[src/rtl/wb_select_unit.sv]
// DM/WB pipeline register stage: selects the register-file write value from ALU,
// aligned DM load, PC link or a variable-latency external read, stalling while the latter is outstanding.
module wb_select_unit #(
    parameter int DATA_W  = 16,
    parameter int PC_W    = 16,
    parameter int REG_AW  = 4,
    parameter int TIMEOUT = 64
) (
    input  logic                          clk,
    input  logic                          rst_n,
    input  logic                          valid_EX_DM,
    input  logic                          flush_EX_DM,
    input  logic [1:0]                    src_sel_EX_DM,
    input  logic [1:0]                    ld_size_EX_DM,
    input  logic                          ld_sext_EX_DM,
    input  logic [$clog2(DATA_W/8)-1:0]   byte_off_EX_DM,
    input  logic [DATA_W-1:0]             dst_EX_DM,
    input  logic [DATA_W-1:0]             dm_rd_data_EX_DM,
    input  logic [PC_W-1:0]               pc_EX_DM,
    input  logic                          rf_we_EX_DM,
    input  logic [REG_AW-1:0]             rf_dst_addr_EX_DM,
    input  logic [DATA_W-1:0]             ext_rd_data,
    input  logic                          ext_rdy,
    output logic                          stall_WB,
    output logic                          ext_err,
    output logic [DATA_W-1:0]             rf_w_data_DM_WB,
    output logic [REG_AW-1:0]             rf_dst_addr_DM_WB,
    output logic                          rf_we_DM_WB
);

    localparam int OFF_W = $clog2(DATA_W/8);
    localparam int CNT_W = $clog2(TIMEOUT+1);

    typedef enum logic [0:0] {
        S_IDLE = 1'b0,
        S_WAIT = 1'b1
    } state_t;

    state_t              r_state;
    logic [CNT_W-1:0]    r_cnt;
    logic [DATA_W-1:0]   r_w_data;
    logic [REG_AW-1:0]   r_dst_addr;
    logic                r_we;
    logic                r_ext_err;

    logic                w_go;
    logic                w_ext_sel;
    logic                w_timeout;
    logic                w_stall;
    logic [OFF_W-1:0]    w_half_off;
    logic [DATA_W-1:0]   w_half_word;
    logic [DATA_W-1:0]   w_byte_word;
    logic [DATA_W-1:0]   w_ld_data;
    logic [DATA_W-1:0]   w_sel_data;

    assign w_go      = valid_EX_DM & ~flush_EX_DM;
    assign w_ext_sel = (src_sel_EX_DM == 2'd3);
    assign w_timeout = (r_cnt == CNT_W'(TIMEOUT-1));

    // Align and extend sub-word DM loads; halfwords always start on an even byte
    always_comb begin
        w_half_off  = byte_off_EX_DM & ~OFF_W'(1'b1);
        w_half_word = dm_rd_data_EX_DM >> {w_half_off, 3'b000};
        w_byte_word = dm_rd_data_EX_DM >> {byte_off_EX_DM, 3'b000};
        case (ld_size_EX_DM)
            2'd1: begin
                if (ld_sext_EX_DM) begin
                    w_ld_data = DATA_W'($signed(w_half_word[15:0]));
                end else begin
                    w_ld_data = DATA_W'(w_half_word[15:0]);
                end
            end
            2'd2: begin
                if (ld_sext_EX_DM) begin
                    w_ld_data = DATA_W'($signed(w_byte_word[7:0]));
                end else begin
                    w_ld_data = DATA_W'(w_byte_word[7:0]);
                end
            end
            default: w_ld_data = dm_rd_data_EX_DM;
        endcase
    end

    // Write-value source mux
    always_comb begin
        case (src_sel_EX_DM)
            2'd0:    w_sel_data = dst_EX_DM;
            2'd1:    w_sel_data = w_ld_data;
            2'd2:    w_sel_data = DATA_W'(pc_EX_DM);
            2'd3:    w_sel_data = ext_rd_data;
            default: w_sel_data = dst_EX_DM;
        endcase
    end

    // Stall is released on the completing cycle (data, flush or timeout)
    always_comb begin
        case (r_state)
            S_IDLE:  w_stall = w_go & w_ext_sel & ~ext_rdy;
            S_WAIT:  w_stall = ~ext_rdy & ~flush_EX_DM & ~w_timeout;
            default: w_stall = 1'b0;
        endcase
    end

    // Pipeline register and external-read wait FSM
    always_ff @(posedge clk) begin
        if (!rst_n) begin
            r_state    <= S_IDLE;
            r_cnt      <= {CNT_W{1'b0}};
            r_w_data   <= {DATA_W{1'b0}};
            r_dst_addr <= {REG_AW{1'b0}};
            r_we       <= 1'b0;
            r_ext_err  <= 1'b0;
        end else begin
            r_ext_err  <= 1'b0;
            r_dst_addr <= rf_dst_addr_EX_DM;
            case (r_state)
                S_IDLE: begin
                    r_w_data <= w_sel_data;
                    if (w_go & w_ext_sel & ~ext_rdy) begin
                        r_we    <= 1'b0;
                        r_cnt   <= CNT_W'(1);
                        r_state <= S_WAIT;
                    end else begin
                        r_we    <= rf_we_EX_DM & w_go;
                    end
                end
                S_WAIT: begin
                    if (flush_EX_DM) begin
                        r_we    <= 1'b0;
                        r_cnt   <= {CNT_W{1'b0}};
                        r_state <= S_IDLE;
                    end else if (ext_rdy) begin
                        r_w_data <= ext_rd_data;
                        r_we     <= rf_we_EX_DM;
                        r_cnt    <= {CNT_W{1'b0}};
                        r_state  <= S_IDLE;
                    end else if (w_timeout) begin
                        // Error completion: the destination still gets written, with all-ones
                        r_w_data  <= {DATA_W{1'b1}};
                        r_we      <= rf_we_EX_DM;
                        r_ext_err <= 1'b1;
                        r_cnt     <= {CNT_W{1'b0}};
                        r_state   <= S_IDLE;
                    end else begin
                        r_we    <= 1'b0;
                        r_cnt   <= r_cnt + CNT_W'(1);
                    end
                end
                default: begin
                    r_we    <= 1'b0;
                    r_cnt   <= {CNT_W{1'b0}};
                    r_state <= S_IDLE;
                end
            endcase
        end
    end

    assign stall_WB          = w_stall;
    assign ext_err           = r_ext_err;
    assign rf_w_data_DM_WB   = r_w_data;
    assign rf_dst_addr_DM_WB = r_dst_addr;
    assign rf_we_DM_WB       = r_we;

endmodule

[config.mk]
export PLATFORM = sky130hd
export DESIGN_NAME = wb_select_unit
export DESIGN_NICKNAME = d
export VERILOG_FILES = /design/src/rtl/wb_select_unit.sv
export SDC_FILE = /design/constraint.sdc
export NUM_CORES = 1
export LEC_CHECK = 0
export CAP_MARGIN = 40
export CORE_MARGIN = 4
export CORE_UTILIZATION = 25
export DETAILED_ROUTE_END_ITERATION = 16
export PLACE_DENSITY_LB_ADDON = 0.05
export SYNTH_ARGS = -nofsm -noshare
export SYNTH_HDL_FRONTEND = slang
export SYNTH_SLANG_ARGS = --single-unit
[constraint.sdc]
create_clock -name clk -period 2 [get_ports clk]
set_input_delay 0.4 -clock clk [delete_from_list [all_inputs] [get_ports clk]]
set_output_delay 0.4 -clock clk [all_outputs]
set_load 0.03 [all_outputs]
==> metrics <==
global routing's busiest layer=met2; cell accounting for the most synthesized area=dfxtp_1; root buf cell=clkbuf_8; H-tree depth=2; slew margin rel.=0.712; layout cell share with drive strength beyond 1=0.183; worst hold path type=register to register; GRT overflow=0; initial antenna violation count=0; syn_nets=320; number of global-route vias before repair=2297; cell area after synthesis=1930 um^2; met2 Track Usage GR=0.273; Worst Setup End Kind=output pin; # nets final=436; # DRC=0; Slew Limit Fails=0; cell count after synthesis=239; largest net degree at the start of global routing=20; hpwl dp=around 6100 um; Synth top area share=0.311; Tcrit/Tclk final=0.947; synth-to-layout area growth=72.4%; average cell area after synthesis=between 8 and 9 um^2; Final Wtd Congestion=between 0.8 and 0.9; Worst-Margin Slew=426 ps; async set-reset flop share out of synthesis=0; number of diodes=0; CTS tree=done; row count=31; Wirelength per Cell=16.9 um; critical-path cell list=clkdlybuf4s50_1 > nand4_1 > o21ai_2 > buf_4; clock share of power=0.345; net switching power figure=499 uW; VDD IR max=0.292 mV; GR met1 Demand/Resource=0.222; CTS clock-pin slew for the worst setup and hold paths=approximately 70 ps; Pwr Density=540 nW/um^2; Bufs on Longest Clock Path=2; Pint=1.30 mW; Critical Path RT=1600 ps; Avg Vias per Cell=just over 5; fmax=between 500 and 600 MHz; leakage=1.25 nW; post-CTS setup buffer count=0; Synth area leaders=dfxtp_1, o21ai_0, mux2_2; crit-path max cell delay=560 ps; Net Sw Frac=0.277; unrepaired setup endpoints after global routing=no; total of max-cap violations=0; Post-Route WL=7690 um; initial core utilization=0.262; number of flops mapped to enable cells by yosys=0; clock sink count=30; critical path data arrival time=1490 ps; Initial DRC Count=87; sequential power share=0.361; All-Layer GR Usage=0.169; Clock Latency Late Sink=between 200 and 300 ps; yosys warns=0; run status=finished clean; routed vias=2290; CP Class=primary input to output pin; quantity of I/O buffers inserted on ports=102; first-pass GRT wire length=11800 um; CP max stage cell=clkdlybuf4s50_1; Core Area=7370 um^2; post-route cell area=3330 um^2; post-route ant nets=0; post-route minimum period=1890 ps; Combinational Power Share=0.294; Top FF cell, synth=dfxtp_1; Yosys reg bits=30; Boundary Pins=103; count of different cell masters after synthesis=44; Final Setup Violations=0; startpoint types=primary input; placed cell areas=3200 um^2; Final Hold Vio Count=0; die area=approximately 9000 um^2; Final Skew=7.94 ps; total power=roughly 1.8 mW; Die Wd=95.9 um; Chip Height=95.9 um; drt first pass iters=4; CP Max Fanout=5; Num CTS Buffers=5; sequential share of the synthesized area=0.311; met3 usage in global routing=0.0438
==> power by group through the flow <==
stage               clock network, mW  registers, mW  logic [mW]
finish                          0.621          0.649       0.528
global route                    0.664          0.653       0.566
CTS                             0.639          0.649       0.534
detailed placement                  0          0.662       0.531
global placement                    0          0.662       0.532
floorplan                           0          0.724       0.158
==> flip-flops by register name, summed over array words and instances, names as in the netlist <==
register and flops:
rf_w_data_DM_WB 16, ext_err 1, r_cnt 7, rf_we_DM_WB 1
r_state 1, rf_dst_addr_DM_WB 4
==> cells in the mapped netlist (3+ instances only) <==
cell	instances
a211oi_1	5
a21oi_1	11
a22oi_1	8
a2bb2oi_1	8
a31o_2	6
and2_1	5
buf_1	4
buf_2	3
clkbuf_1	10
dfxtp_1	30
inv_1	3
mux2_2	9
nand2_1	24
nand2b_1	4
nor2_1	21
nor3_1	10
o21a_1	3
o21ai_0	24
o221a_2	6
o221ai_1	7
o2bb2ai_1	7
o311ai_0	3
or3_1	3
==> critical path: cells and delay by family <==
family                 cells  cell delay (ps)
AOI/OAI and AO/OA          1              180
buffers and inverters      2              740
and+or+nand+nor            1              170
==> final cells by class <==
type / instances / area, um^2
Tap cell: 99 / 124
Clock inverter: 1 / 30.0
Sequential cell: 30 / 601
Timing Repair Buffer: 129 / 1240
Clock buffer: 7 / 76.3
Inverter: 3 / 11.3
Multi-Input combinational cell: 186 / 1240
Fill cell: 760 / 4040
==> worst paths after layout <==
| path | start | to | slack, ps | depth (start not counted) |
|---|---|---|---|---|
| worst max-delay path | src_sel_EX_DM[1] | stall_WB | 110 | 4 |
| worst min-delay path | r_cnt[6] | r_cnt[6] | 500 | 2 |
| worst max register to register | r_cnt[0] | rf_w_data_DM_WB[14] | 290 | 6 |
| worst min register to register | r_cnt[6] | r_cnt[6] | 500 | 2 |
==> per-layer routing <==
layer	up-vias	wire length (um)
met3	10	530
met4	0	105
met2	81	3570
li1	1139	-
met5	-	0
met1	1060	3480
==> metrics by stage <==
stage / worst slack, ps / setup TNS, ps / hold WS [ps] / std cells / utilization
finish: 106 / 0 / 496 / 455 / 0.452
CTS: 1.82 / 0 / 496 / 455 / 0.449
global route: 7.19 / 0 / 537 / 455 / 0.452
detailed placement: -94.4 / -240 / 488 / 447 / 0.434
floorplan: 4.26 / 0 / 454 / 239 / -
global placement: -68.8 / -309 / 476 / 447 / 0.434
==> cells in the final DEF (no fill, tap or decap), drive strengths merged, types with 4 or more instances in the layout <==
cell            n
clkdlybuf4s50  98
dfxtp          30
buf            28
nand2          24
o21ai          24
nor2           21
a21oi          11
nor3           11
mux2            9
a22oi           8
a2bb2oi         8
o2bb2ai         7
o221ai          7
clkbuf          7
o221a           6
a31o            6
and2            5
a211oi          5
nand2b          4
==> what timing repair did <==
| action | 4_1_cts | 5_1_grt |
|---|---|---|
| resized for setup | 4 | 6 |
| hold buffers | 0 | 0 |
| setup endpoints to repair | 1 | 1 |
==> kinds of logic (layout without fill, tap and decap cells) <==
logic type,Yosys count,after routing,synth area share
AO/OA/AOI/OAI,94,94,0.362
AND/OR/NAND/NOR,82,82,0.215
flip-flops,30,30,0.311
buffers and inverters,23,140,0.0531
multiplexers,9,9,0.0525
adder cells (fa/ha/maj),1,1,0.00648
(Power assumes the default switching activity.)
==> RTL edit 1, RTL diff (same settings) <==
Set the parameter `DATA_W` to 32 (it was 16).
--- a/src/rtl/wb_select_unit.sv
+++ b/src/rtl/wb_select_unit.sv
@@ -1,7 +1,7 @@
 // DM/WB pipeline register stage: selects the register-file write value from ALU,
 // aligned DM load, PC link or a variable-latency external read, stalling while the latter is outstanding.
 module wb_select_unit #(
-    parameter int DATA_W  = 16,
+    parameter int DATA_W  = 32,
     parameter int PC_W    = 16,
     parameter int REG_AW  = 4,
     parameter int TIMEOUT = 64
Interface: changed (5 resized); port bits go from 103 to 168. The function was not compared with the original's and may differ.
==> RTL edit 1 against the unedited design <==
  * Area after synthesis rose by 70%
  * Routed wire length increased by 110%
  * Highest routed layer unchanged
  * Critical endpoint unchanged
  * Worst setup slack got worse by 0.071 ns
  * Combinational power grew 110%
  * Die area increased by 63%
  * Sequential cell count increased by 16
  * Cell area is 78% higher
  * Total power rose by 67%
==> RTL edit 1: results (changes against the unedited design) <==
via count normalized by instance count 5.35 (+6.3%); via count of the first global-routing pass 4281 (+86%); number of search-and-repair iterations in the first detailed-routing pass 5 (+1); Largest register FFs 32 (+16); Max Fanout on Critical Path 4 (-1); routed wire length on met2 7260 µm (+100%); P_leak 2.23 nW (+78%); top post-synthesis cells by count sky130_fd_sc_hd__dfxtp_1, sky130_fd_sc_hd__o21ai_0, sky130_fd_sc_hd__o221ai_1, sky130_fd_sc_hd__nand2_1, sky130_fd_sc_hd__clkbuf_1; largest net degree at the start of global routing 22 (+10%); sequential cell area fraction in the yosys report 0.281 (-0.0300); aggregate routed wire length 15900 µm (+110%); Worst Setup Slack post-DPL -0.462 ns (-0.367 ns); layout cells sized above 1 0.214 (+0.0318); critical path arrival 1.57 ns (+0.08 ns); status completed; FF/Latch Area 921 µm² (+53%); insertion delay to the later sink of the worst-skew pair 0.30 ns; headroom to the max-slew limit 0.693 (-0.0187); met1 routed wirelength after detailed routing 7080 µm (+100%); Mapped Nets 517 (+62%); Nets 728 (+67%); cells taking the most area after synthesis sky130_fd_sc_hd__dfxtp_1, sky130_fd_sc_hd__o221ai_1, sky130_fd_sc_hd__o21ai_0, sky130_fd_sc_hd__a221oi_2, sky130_fd_sc_hd__a22o_1; final HPWL from detailed placement 12000 µm (+96%); setup skew after layout 0.00395 ns (-0.00399 ns); IR drop worst, VDD 0.286 mV (-2.1%); total of fill cells in the finished design 1266 (+67%); total of buffers placed on input and output ports 167 (+64%); Root Buffer sky130_fd_sc_hd__clkbuf_16
-- RTL edit 1: per-layer routing --
layer | track usage | vias up
li1 | - | 1968
met1 | 0.268 | 1938
met2 | 0.331 | 191
met3 | 0.0502 | 17
met4 | 0.0546 | 0
met5 | 0 | -
-- RTL edit 1: logic make-up after synthesis --
| logic type | synth area share |
|---|---|
| AO/OA/AOI/OAI | 0.422 |
| buffers and inverters | 0.0668 |
| multiplexers | 0.0592 |
| AND/OR/NAND/NOR | 0.159 |
| flip-flops | 0.281 |
| adder cells (fa/ha/maj) | 0.0115 |
-- RTL edit 1: timing repair --
action	4_1_cts	5_1_grt
hold endpoints to repair	0	0
setup endpoints to repair	21	33
pin swaps	3	10
gates cloned	0	1
buffers inserted	1	2
gates resized for setup	14	30
-- RTL edit 1: layout make-up --
class                           count  share of cell area
Tap cell                          172              0.0363
Clock buffer                        5              0.0211
Clock inverter                      3             0.00358
Inverter                           12             0.00759
Multi-Input combinational cell    292               0.388
Timing Repair Buffer              239               0.389
Sequential cell                    46               0.155
-- RTL edit 1: stage by stage --
| step | TNS, ns | instances | instance area, µm² | total power, mW |
|---|---|---|---|---|
| 3_5_place_dp | -11.04 | 757 | 5550 | 2.08 |
| 5_1_grt | -0.00910 | 769 | 5930 | 3.12 |
| 6_report | 0 | 769 | 5930 | 3.00 |
| 3_3_place_gp | -9.93 | 757 | 5550 | 2.08 |
| 2_1_floorplan | 0 | 385 | 3280 | 1.48 |
| 4_1_cts | -0.000338 | 766 | 5760 | 3.00 |
-- RTL edit 1: worst paths after layout --
kind                                   from            endpoint  slack (ns)  cells past startpoint
worst max-delay path            flush_EX_DM            stall_WB        0.03                      5
worst min-delay path               r_cnt[6]            r_cnt[6]        0.44                      2
worst max register to register     r_cnt[0]  rf_w_data_DM_WB[6]        0.20                      7
worst min register to register     r_cnt[6]            r_cnt[6]        0.44                      2
-- RTL edit 1: power breakdown --
group          switching, mW  internal (mW)  total [mW]
clock network          0.412          0.465       0.876
logic                  0.529          0.592        1.12
registers             0.0318          0.974        1.01
-- RTL edit 1: critical path, stage by stage --
cell and delay, ns:
sky130_fd_sc_hd__clkdlybuf4s50_1 0.46, sky130_fd_sc_hd__nor2_4 0.20, sky130_fd_sc_hd__a31oi_2 0.13, sky130_fd_sc_hd__a21oi_2 0.22, sky130_fd_sc_hd__buf_12 0.15
==> RTL edit 2, RTL diff (same flow settings) <==
Without the edit above. Register the output `ext_err` once more, cleared by the reset; this adds one clock of latency there. The other outputs are not delayed to match.
--- a/src/rtl/wb_select_unit.sv
+++ b/src/rtl/wb_select_unit.sv
@@ -156,7 +156,13 @@
     end
 
     assign stall_WB          = w_stall;
-    assign ext_err           = r_ext_err;
+    always_ff @(posedge clk) begin
+        if (!rst_n) begin
+            ext_err <= '0;
+        end else begin
+            ext_err <= r_ext_err;
+        end
+    end
     assign rf_w_data_DM_WB   = r_w_data;
     assign rf_dst_addr_DM_WB = r_dst_addr;
     assign rf_we_DM_WB       = r_we;
Check against the original RTL: same outputs for any inputs over 10 cycles, from zero or initial values and one cycle with rst_n low; that may be too few to reach the edited logic, so the function may still have changed.
==> RTL edit 2 against the unedited design <==
  * Routed wire length increased by 7.5%
  * Sequential cell count increased by 1
  * Worst setup slack got worse by 0.018 ns
  * Die area increased by 8.9%
  * Non-clock buffer count increased by 14
  * Cell area increased by 9.9%
  * Sequential power increased by 3.2%
  * Global-route usage decreased by 0.21 points
  * Hold slack got worse by 0.060 ns
  * Core utilization decreased by 0.65 points
  * Total power increased by 5.9%
  * Clock power increased by 9.2%
  * Area after synthesis increased by 9.7%
  * Critical path type is now reg2out
  * Critical endpoint unchanged
  * Largest cell class is now non-clock buffers
  * Largest power group is now clock
==> RTL edit 2: results (changes against the unedited design) <==
top post-synthesis cells by count sky130_fd_sc_hd__dfxtp_1, sky130_fd_sc_hd__nand2_1, sky130_fd_sc_hd__nor2_1, sky130_fd_sc_hd__o21ai_0, sky130_fd_sc_hd__and2_1; Placed Area 3500 µm² (+9.4%); setup skew after layout 0.00818 ns (+0.000244 ns); clock transition at the register clock pins on the worst setup and hold paths after CTS around 0.080 ns; critical path arrival 1.51 ns (+0.02 ns); P_leak 1.39 nW (+11%); initial drt markers 83 (-4.6%); delay of the slowest cell on the worst path 0.40 ns (-0.16 ns); placed cell count 497 (+11%); final HPWL from detailed placement 6760 µm (+11%); Max Fanout on Critical Path 6 (+1); drt wl/cell 16.3 µm (-3.4%); aggregate routed wire length 8270 µm (+7.5%); Slowest cell on crit path sky130_fd_sc_hd__dfxtp_1; total of fill cells in the finished design 845 (+11%); headroom to the max-slew limit 0.643 (-0.0689); cells taking the most area after synthesis sky130_fd_sc_hd__dfxtp_1, sky130_fd_sc_hd__nand2_1, sky130_fd_sc_hd__nor2_1, sky130_fd_sc_hd__a2bb2oi_1, sky130_fd_sc_hd__o21ai_0; global-route wire length before repair 13100 µm (+11%); number of distinct library cells after synthesis 51 (+16%); number of search-and-repair iterations in the first detailed-routing pass 5 (+1); sequential cell area fraction in the yosys report 0.293 (-0.0181); layout cells sized above 1 0.170 (-0.0130); Total Routing Usage GR 0.167 (-0.00206); largest net degree at the start of global routing 26 (+30%); Hold Path Stages 1 (-1); Largest register FFs 16 (unchanged); gate count after technology mapping 273 (+14%); Nets 481 (+10%); number of cell instances on the worst register-to-register path 6 (unchanged); total number of vias 2488 (+8.6%); via count of the first global-routing pass 2550 (+11%); cell family with the largest share of critical-path delay flip-flops; antenna violations before repair 1 (+1); status completed; IR drop worst, VDD 0.307 mV (+5.4%); gp weighted congestion 0.791 (-4.7%); Worst Setup Slack post-DPL -0.140 ns (-0.0453 ns); Mapped Nets 354 (+11%); H-tree Lvls 2 (unchanged)
## RTL edit 2: changes by cell type in the layout (fill, tap and decap cells not counted), sizes merged, moves of 7 or more
cell	change
o211ai	+8
nor2	+8
and2	+7
buf	+14
a21oi	-7
o221ai	-7
nand3b	+8
nand3	+9
## RTL edit 2: final cells by class
cell class              count  area (µm²)  area share
clock buffers               6        82.6      0.0226
clock inverters             2        35.0     0.00958
inverters                   5        18.8     0.00513
multi-input cells         214        1380       0.378
flip-flops and latches     31         622       0.170
well taps                 105         131      0.0359
repair buffers            143        1390       0.379
## RTL edit 2: cell families after synthesis
logic type,count (synthesis),synth area share
AO/OA/AOI/OAI,89,0.321
adder cells (fa/ha/maj),1,0.00591
buffers and inverters,28,0.0656
flip-flops,31,0.293
multiplexers,4,0.0207
AND/OR/NAND/NOR,120,0.294
## RTL edit 2: what timing repair did
item                       4_1_cts  5_1_grt
pin swaps                        0        1
buffers inserted                 0        1
gates resized for setup          4        7
setup endpoints to repair        1        5
cloned                           0        0
## RTL edit 2: per-layer routing
metal,up-vias,global-route usage,part of all wire
met5,-,0,0.0012
met4,2,0.0394,0.0079
met3,7,0.0479,0.082
met2,96,0.270,0.45
met1,1113,0.220,0.45
li1,1270,-,-
## RTL edit 2: worst paths after layout
kind                  start            endpoint  slack [ns]
setup / recovery   r_cnt[1]            stall_WB        0.09
hold / removal    r_ext_err             ext_err        0.44
setup reg to reg   r_cnt[1]  rf_w_data_DM_WB[2]        0.33
hold reg to reg   r_ext_err             ext_err        0.44
## RTL edit 2: power by group
part           total [mW]  switching (mW)  internal, mW  leakage (nW)
combinational       0.557           0.241         0.316          1.07
clock               0.678           0.274         0.403        0.0612
sequential          0.670          0.0194         0.650         0.256
total                1.90           0.535          1.37          1.39
